===== src/rtl/p1v_io_ring.sv =====
// Purpose : Propeller-1 pad ring: pin synchronisers, registered pad drive, pad reset filter, cog LEDs.
// Latency : pin_in SYNC_STAGES cycles, pad_out/pad_oe 1 cycle, core_resn SYNC_STAGES+RESN_FILTER, led 1.
// Backpr. : none; every input is sampled each clock_160 cycle and outputs are always valid.
//
// Ports:
//   clock_160, inp_resn     : clock and synchronous active-low block reset
//   pad_in  -> pin_in       : asynchronous pad levels, synchronised towards the core
//   pin_out/pin_dir -> pad_out/pad_oe : core drive, registered towards the pads (tristate is above us)
//   pad_resn -> core_resn   : asynchronous external reset request, synchronised and debounced
//   cogled  -> led          : cog-running flags, stretched for visibility; lower half active, upper inactive
module p1v_io_ring #(
    parameter int NPINS          = 32,
    parameter int NCOG           = 8,
    parameter int SYNC_STAGES    = 2,
    parameter int RESN_FILTER    = 16,
    parameter int STRETCH_CYCLES = 1600000,
    parameter int LED_ACTIVE_LOW = 1
) (
    input  logic                clock_160,
    input  logic                inp_resn,
    input  logic [NPINS-1:0]    pad_in,
    output logic [NPINS-1:0]    pad_out,
    output logic [NPINS-1:0]    pad_oe,
    input  logic [NPINS-1:0]    pin_out,
    input  logic [NPINS-1:0]    pin_dir,
    output logic [NPINS-1:0]    pin_in,
    input  logic                pad_resn,
    output logic                core_resn,
    input  logic [NCOG-1:0]     cogled,
    output logic [2*NCOG-1:0]   led
);

    localparam int FW  = $clog2(RESN_FILTER + 1);
    localparam int SW0 = $clog2(STRETCH_CYCLES + 1);
    // STRETCH_CYCLES=0 would give a zero-width counter; keep one bit that simply never leaves 0.
    localparam int SW  = (SW0 < 1) ? 1 : SW0;

    localparam logic [FW-1:0] FILT_LAST    = FW'(RESN_FILTER - 1);
    localparam logic [SW-1:0] STRETCH_LOAD = SW'(STRETCH_CYCLES);
    localparam logic          LIT          = (LED_ACTIVE_LOW != 0) ? 1'b0 : 1'b1;

    // Stage 0 is the pad-facing flop; stage SYNC_STAGES-1 feeds the core.
    logic [SYNC_STAGES-1:0][NPINS-1:0] pin_sync_q, pin_sync_d;
    logic [SYNC_STAGES-1:0]            resn_sync_q, resn_sync_d;
    logic [NPINS-1:0]                  pad_out_q, pad_out_d;
    logic [NPINS-1:0]                  pad_oe_q, pad_oe_d;
    logic [FW-1:0]                     filt_cnt_q, filt_cnt_d;
    logic                              core_resn_q, core_resn_d;
    logic [NCOG-1:0][SW-1:0]           str_cnt_q, str_cnt_d;
    logic [NCOG-1:0]                   active_q, active_d;
    logic                              resn_s;

    assign resn_s = resn_sync_q[SYNC_STAGES-1];

    always_comb begin
        pin_sync_d  = {pin_sync_q[SYNC_STAGES-2:0], pad_in};
        resn_sync_d = {resn_sync_q[SYNC_STAGES-2:0], pad_resn};
        pad_out_d   = pin_out;
        pad_oe_d    = pin_dir;

        // Debounce: core_resn only follows the synchronised request once it has
        // disagreed for RESN_FILTER consecutive cycles; any agreement restarts the count.
        filt_cnt_d  = '0;
        core_resn_d = core_resn_q;
        if (resn_s != core_resn_q) begin
            if (filt_cnt_q == FILT_LAST) begin
                core_resn_d = resn_s;
            end else begin
                filt_cnt_d = filt_cnt_q + FW'(1);
            end
        end

        // Activity stretch: a running cog reloads its counter (retrigger, no
        // accumulation); the flag stays up until the counter has drained.
        for (int i = 0; i < NCOG; i++) begin
            str_cnt_d[i] = '0;
            if (cogled[i]) begin
                str_cnt_d[i] = STRETCH_LOAD;
            end else if (str_cnt_q[i] != '0) begin
                str_cnt_d[i] = str_cnt_q[i] - SW'(1);
            end
            active_d[i] = cogled[i] | (str_cnt_q[i] != '0);
        end
    end

    always_ff @(posedge clock_160) begin
        if (!inp_resn) begin
            pin_sync_q  <= '0;
            resn_sync_q <= '0;
            pad_out_q   <= '0;
            pad_oe_q    <= '0;
            filt_cnt_q  <= '0;
            core_resn_q <= 1'b0;
            str_cnt_q   <= '0;
            active_q    <= '0;
        end else begin
            pin_sync_q  <= pin_sync_d;
            resn_sync_q <= resn_sync_d;
            pad_out_q   <= pad_out_d;
            pad_oe_q    <= pad_oe_d;
            filt_cnt_q  <= filt_cnt_d;
            core_resn_q <= core_resn_d;
            str_cnt_q   <= str_cnt_d;
            active_q    <= active_d;
        end
    end

    assign pin_in    = pin_sync_q[SYNC_STAGES-1];
    assign pad_out   = pad_out_q;
    assign pad_oe    = pad_oe_q;
    assign core_resn = core_resn_q;
    // Lower half lit when active, upper half lit when inactive.
    assign led = {active_q ^ {NCOG{LIT}}, ~(active_q ^ {NCOG{LIT}})};

endmodule


===== config.mk =====
export PLATFORM = sky130hd
export DESIGN_NAME = p1v_io_ring
export DESIGN_NICKNAME = d
export VERILOG_FILES = /design/src/rtl/p1v_io_ring.sv
export SDC_FILE = /design/constraint.sdc
export NUM_CORES = 1
export LEC_CHECK = 0
export CORE_AREA = 8 8 179 181
export CTS_CLUSTER_SIZE = 28
export DETAILED_ROUTE_END_ITERATION = 6
export DIE_AREA = 0 0 187 189
export PLACE_DENSITY_LB_ADDON = 0.05
export SYNTH_ARGS = -nofsm -noshare
export SYNTH_HDL_FRONTEND = slang
export SYNTH_SLANG_ARGS = --single-unit

===== constraint.sdc =====
create_clock -name clock_160 -period 2.9 [get_ports clock_160]
set_input_delay 0.58 -clock clock_160 [delete_from_list [all_inputs] [get_ports clock_160]]
set_output_delay 0.58 -clock clock_160 [all_outputs]
set_load 0.02 [all_outputs]

==> results.md, run 1 <==
* Outcome: finished, final reports clean
* Distinct cell type count of the synthesized netlist at 52
* Post-route setup slack at 643 ps
* Fin crit share at 77.8%
* CTS sink count at 312
* Arrival @ worst endpoint at 2680 ps
* Post-synthesis cell count at 1211
* Die Y at 189 um
* Number of hold-slack violations in the final timing report at 0
* Post CTS Setup Buffer Count at 0
* CTS HTree Levels at 2
* Number of DRC violations after detailed routing at 0
* Post-Synth Adder-Cell Area at 1.92%
* Die Outline Area at 35300 sq um
* Simple-gate share of the synthesized area at 26.6%
* Post-placement setup slack at 682 ps
* Wire length of the first global-routing pass at 44400 um
* Synthesized cell area at 11700 sq um
* Vias in the first global route at 9120
* Quantity of I/O buffers inserted on ports at 219
* Final clock skew at 13.1 ps
* Clock network latency to the later pin of the worst-skew pair at 510 ps
* Fraction of layout instances using a drive strength above 1 at 6.34%
* Worst max-slew margin expressed relative to the limit at 43.4%
* TritonCTS clock tree: built
* FILL cells at 2664
* Number of resized instances in the post-cts repair step at 0
* Sequential cell area fraction in the yosys report at 53.3%
* Leak pwr at 6.00 nW
* Min Tclk post-route at 2260 ps
* TritonRoute pass-1 iters at 5
* Number of rows created at floorplan at 63
* Syn Area/Cell at 9.67 sq um
* Number of buffers inserted during clock tree synthesis at 35
* Async set or reset register ratio after synthesis at 0%
* Fraction of the core area covered by cells at the end of the flow at 53.3%
* Number of nets with antenna violations after routing at 0
* Overall Global Routing Usage at 14.7%
* Number of synthesized flops with an enable pin at 0
* Final wirelength at 26100 um
* Overflow after GRT at 0
* Starting utilization of the core area at 40.1%
* Hold buffers post-CTS at 0
* Fraction of the mapped netlist area in compound gates at 8.87%
* Setup Viol. Count Final at 0
* Transition time at the pin with the least slew margin at 841 ps
* Chip Width at 187 um
* Class of the worst hold path: register to register
* Number of warning messages in the yosys log at 0
* Post-route worst hold slack at 428 ps
* Std-Cell Core Area at 29200 sq um
* Detail Placement HPWL at 18400 um
* Critical path startpoint category: register
* Peak supply drop at 0.433 mV
* Max-capacitance violation count at 0
* #FFs+latches synth at 312
* Top_reg_cell synth: sky130_fd_sc_hd__dfxtp_1
* Post-layout net count at 1583
* Routed length per placed instance at 14.0 um
* Maximum root-to-sink buffer count at 3
* Multiplexer share of the synthesized area at 0.256%
* Clock-pin slew on the worst setup and hold paths at 60 ps
* XOR/XNOR Fraction of Synth Area at 6.58%
* Per-cell via count in the routed design at 4.93
* Layout overhead on the synthesized area at 33.0%
* Count of inserted antenna diode cells at 0
* Maximum number of pins on one net before global-route repair at 95
* Count of vias placed by the detailed router at 9224
* Antenna violations before repair at 1
* Final number of max-transition violations at 0
* Total I/O pin count at 220
* Syn_nets at 1336
* Power per Cell Area at 713 nW/um^2
* Final sum of negative setup slack at 0 ps
* Main combinational cell family by area after synthesis: simple AND/OR/NAND/NOR gates
* Unrepaired setup endpoints after global routing: no
* CP Data Required Time at 3330 ps
* Maximum fanout encountered on the critical timing path at 7
* Clock tree root buffer cell: sky130_fd_sc_hd__clkbuf_16
* Critical setup path kind: register to register
* Routability-driven placement congestion ratio at 0.777
* DRC violation total after the first TritonRoute iteration at 366
* Critical Path Sink Type: register
* Fmax at 443 MHz
==> through the flow <==
stage | cell area, sq um | total power, mW | instances
global placement | 14500 | 6.91 | 1811
finish | 15600 | 11.1 | 1872
floorplan | 11700 | 6.25 | 1211
CTS | 15600 | 11.3 | 1872
global route | 15600 | 11.7 | 1872
detailed placement | 14500 | 6.93 | 1811
==> logic make-up (layout without fill, tap and decap cells) <==
group,after synthesis,in the layout
buffers and inverters,73,344
XOR/XNOR,88,88
multiplexers,3,3
adder cells (fa/ha/maj),18,18
AO/OA/AOI/OAI,163,163
AND/OR/NAND/NOR,554,554
flip-flops,312,312
==> registers in the layout, summed over array words and instances, names as in the netlist <==
name and flops:
core_resn 1, pad_oe 32, filt_cnt_q 5, pin_sync_d 32, resn_sync_q 2, pad_out 32, active_q 8, str_cnt_q 168
pin_in 32
==> area by class of cell <==
| class | count | area (sq um) | area share (%) |
|---|---|---|---|
| Timing Repair Buffer | 246 | 2400 | 15.4 |
| Tap cell | 390 | 488 | 3.13 |
| Clock buffer | 57 | 1070 | 6.88 |
| Multi-Input combinational cell | 826 | 5180 | 33.3 |
| Inverter | 37 | 139 | 0.892 |
| Clock inverter | 4 | 47.5 | 0.305 |
| Sequential cell | 312 | 6250 | 40.1 |
==> path summary, 6_finish.rpt <==
check | startpoint | end | slack [ps] | cells past startpoint
max | str_cnt_q[84] | str_cnt_q[102] | 640 | 6
min | pin_sync_d[33] | pin_in[1] | 430 | 1
max reg2reg | str_cnt_q[84] | str_cnt_q[102] | 640 | 6
min reg2reg | pin_sync_d[33] | pin_in[1] | 430 | 1
==> cells in the mapped netlist, types with 4 or more instances <==
library cell / count / area share, %
sky130_fd_sc_hd__o31ai_1: 30 / 1.9
sky130_fd_sc_hd__nor3b_1: 8 / 0.51
sky130_fd_sc_hd__clkbuf_1: 30 / 0.96
sky130_fd_sc_hd__o41ai_1: 9 / 0.67
sky130_fd_sc_hd__and3_1: 6 / 0.32
sky130_fd_sc_hd__nand2_1: 46 / 1.5
sky130_fd_sc_hd__inv_1: 37 / 1.2
sky130_fd_sc_hd__and2_1: 131 / 7.0
sky130_fd_sc_hd__a31oi_1: 9 / 0.48
sky130_fd_sc_hd__o31a_1: 7 / 0.52
sky130_fd_sc_hd__nor4_1: 30 / 1.6
sky130_fd_sc_hd__or2_2: 4 / 0.21
sky130_fd_sc_hd__buf_2: 4 / 0.17
sky130_fd_sc_hd__nand2b_1: 6 / 0.32
sky130_fd_sc_hd__dfxtp_1: 312 / 53
sky130_fd_sc_hd__ha_1: 18 / 1.9
sky130_fd_sc_hd__nand4_1: 25 / 1.3
sky130_fd_sc_hd__o211ai_1: 6 / 0.38
sky130_fd_sc_hd__o21a_1: 4 / 0.26
sky130_fd_sc_hd__nor3_1: 28 / 1.2
sky130_fd_sc_hd__nand4b_1: 12 / 0.90
sky130_fd_sc_hd__o21ai_0: 40 / 1.7
sky130_fd_sc_hd__nand3b_1: 8 / 0.51
sky130_fd_sc_hd__or3_1: 22 / 1.2
sky130_fd_sc_hd__nor2_1: 138 / 4.4
sky130_fd_sc_hd__or4_1: 33 / 2.1
sky130_fd_sc_hd__nor2b_1: 5 / 0.27
sky130_fd_sc_hd__nand3_1: 28 / 1.2
sky130_fd_sc_hd__xnor2_1: 31 / 2.3
sky130_fd_sc_hd__a21oi_1: 45 / 1.9
sky130_fd_sc_hd__nor4b_1: 10 / 0.75
sky130_fd_sc_hd__xor2_1: 57 / 4.3
==> per-layer routing <==
| layer | wire length (um) | track usage, % | vias up |
|---|---|---|---|
| li1 | - | - | 4726 |
| met3 | 2710 | 7.10 | 48 |
| met5 | 13 | 0 | - |
| met4 | 609 | 5.13 | 2 |
| met2 | 11100 | 23.0 | 229 |
| met1 | 11700 | 17.4 | 4219 |
==> power by group <==
group	internal (mW)	switching, mW
Combinational	0.913	1.02
Sequential	4.63	0.283
Clock	2.60	1.66
==> layout by cell type, fill, tap and decap left out, drive strengths merged, types with 37 or more instances in the layout <==
cell type,n
a21oi,45
and2,131
clkbuf,57
clkdlybuf4s50,218
dfxtp,312
inv,37
nand2,46
nor2,138
o21ai,43
xor2,57
==> critical path, cell delays in order, from the launching register on <==
cell,delay (ps)
sky130_fd_sc_hd__dfxtp_1,330
sky130_fd_sc_hd__inv_1,80
sky130_fd_sc_hd__ha_1,210
sky130_fd_sc_hd__or4b_2,730
sky130_fd_sc_hd__or3_1,430
sky130_fd_sc_hd__nor3_1,200
sky130_fd_sc_hd__mux2i_1,200
Power figures use the tool's default switching activity.
==> run 2, diff against run 1 <==
clock period = 2 ns   (was 2.9 ns; I/O delays follow)
==> run 2 against run 1 <==
Against the previous run:
- hold slack got worse by 210 ps
- total power up 51%
- sequential cell count is the same
- sequential power rose by 45%
- core utilization up 2.3 points
- register-to-register slack got worse by 630 ps
- clock power grew 54%
- cell area increased by 4.4%
- cell count up 3.7%
- setup slack got worse by 630 ps
- clock skew decreased by 3.0 ps
==> results.md, run 2 (synthesized netlist as in run 1, its figures left out) <==
* Overall Global Routing Usage at 14.8%
* Critical Path Sink Type: register
* Number of rows created at floorplan at 63
* Slowest Stage Delay on Critical Path at 540 ps
* Std-Cell Core Area at 29200 sq um
* Layout overhead on the synthesized area at 38.8%
* Die Y at 189 um
* Setup Viol. Count Final at 0
* Arrival @ worst endpoint at 2390 ps
* Number of nets with antenna violations after routing at 0
* Transition time at the pin with the least slew margin at 658 ps
* Maximum fanout encountered on the critical timing path at 5
* Most common library cell in the layout ignoring fill and taps: sky130_fd_sc_hd__dfxtp_1
* Maximum number of pins on one net before global-route repair at 67
* Number of buffers inserted during clock tree synthesis at 36
* Routability-driven placement congestion ratio at 0.776
* Total I/O pin count at 220
* Detail Placement HPWL at 18700 um
* Max-capacitance violation count at 0
* FILL cells at 2649
* Final clock skew at 10.1 ps
* TritonRoute pass-1 iters at 6
* Maximum root-to-sink buffer count at 3
* Cells along the critical path: or4_4 -> or4b_4 -> o31a_1 -> and3_1
* Min Tclk post-route at 1980 ps
* DRC violation total after the first TritonRoute iteration at 510
* Wire length of the first global-routing pass at 44900 um
* Critical path startpoint category: register
* Final wirelength at 26300 um
* Fraction of layout instances using a drive strength above 1 at 12.0%
* Count of inserted antenna diode cells at 0
* Max reg flops at 168
* Fin crit share at 99.2%
* Number of DRC violations after detailed routing at 0
* Post-layout net count at 1650
* CTS sink count at 312
* Die Outline Area at 35300 sq um
* Sum of internal, switching and leakage power at 16.8 mW
* Buffers plus inverters on the worst setup path at 0
* Routed length per placed instance at 13.6 um
* Biggest register: str_cnt_q
* Antenna violations before repair at 0
* Critical-path top delay cell: sky130_fd_sc_hd__or4_4
* Per-cell via count in the routed design at 4.82
* Power per Cell Area at 1030 nW/um^2
* Clock tree root buffer cell: sky130_fd_sc_hd__clkbuf_16
* Quantity of I/O buffers inserted on ports at 219
* Final number of max-transition violations at 0
* Outcome: finished, final reports clean
* Leak pwr at 6.39 nW
* Count of vias placed by the detailed router at 9346
* Fraction of the core area covered by cells at the end of the flow at 55.6%
* Clock network latency to the later pin of the worst-skew pair at 510 ps
* CTS HTree Levels at 2
* TritonCTS clock tree: built
* CP Data Required Time at 2400 ps
* Starting utilization of the core area at 40.1%
* Worst max-slew margin expressed relative to the limit at 55.7%
* Cell family contributing the most delay on the critical path: simple AND/OR/NAND/NOR gates
* Overflow after GRT at 0
* Final sum of negative setup slack at 0 ps
* Fmax at 504 MHz
* Vias in the first global route at 9150
* Peak supply drop at 0.593 mV
* Chip Width at 187 um
* Clock-pin slew on the worst setup and hold paths at 60 ps
* Critical setup path kind: register to register
* Class of the worst hold path: input port to register
* Commonest non-fill, non-tap cells in the layout: sky130_fd_sc_hd__dfxtp_1 (312), sky130_fd_sc_hd__clkdlybuf4s50_1 (218), sky130_fd_sc_hd__nor2_1 (138), sky130_fd_sc_hd__and2_1 (131), sky130_fd_sc_hd__buf_4 (91)
* Number of hold-slack violations in the final timing report at 0
* Unrepaired setup endpoints after global routing: yes
-- run 2: timing repair --
| action | 4_1_cts | 5_1_grt |
|---|---|---|
| buffers inserted | 1 | 3 |
| pin swaps | 7 | 6 |
| resized for setup | 8 | 10 |
| setup endpoints to repair | 22 | 31 |
| hold buffers | 0 | 0 |
-- run 2: metal layers --
layer | vias to the layer above | part of all wire, % | GRT usage, %
li1 | 4870 | - | -
met1 | 4210 | 45 | 18.2
met2 | 232 | 43 | 22.9
met3 | 34 | 10 | 7.06
met4 | 0 | 1.7 | 4.28
met5 | - | 0 | 0
-- run 2: worst paths after layout --
kind / startpoint / to / slack [ps] / depth (start not counted)
max: str_cnt_q[96] / str_cnt_q[97] / 20 / 4
min: inp_resn / active_q[2] / 220 / 2
max reg2reg: str_cnt_q[96] / str_cnt_q[97] / 20 / 4
min reg2reg: pin_sync_d[46] / pin_in[14] / 430 / 1
-- run 2: report_power, final --
group | switching (mW) | internal [mW]
registers | 0.390 | 6.71
logic | 1.56 | 1.58
clock network | 2.54 | 4.02
-- run 2: layout make-up --
class	count	area [sq um]	area share, %
tap	390	488	3.00
multi-input combinational	826	5270	32.4
sequential	312	6250	38.4
clock buffer	50	1030	6.36
inverter	37	139	0.854
clock inverter	14	181	1.12
timing repair buffer	312	2900	17.8
-- run 2: worst register-to-register path: cells and delay by family (launching register included) --
family,cells,cell delay [ps]
and+or+nand+nor,3,1260
AOI/OAI and AO/OA,1,320
DFF,1,310
-- run 2: through the flow --
stage                     setup slack, ps  cell area (sq um)  instances  hold slack, ps
final                                15.5              16300       1941             217
after global routing                -54.0              16300       1941             208
after CTS                           -31.1              16200       1938             198
after detailed placement            -25.3              14900       1873             419
after global placement              -15.3              14900       1873             413
after floorplan                     -11.0              11700       1211             412
==> run 3, diff against run 2 <==
ABC_CLOCK_PERIOD_IN_PS = 2000   (was unset)
==> results of run 3 <==
The final DEF is identical to that of run 2; final timing and power are the same.
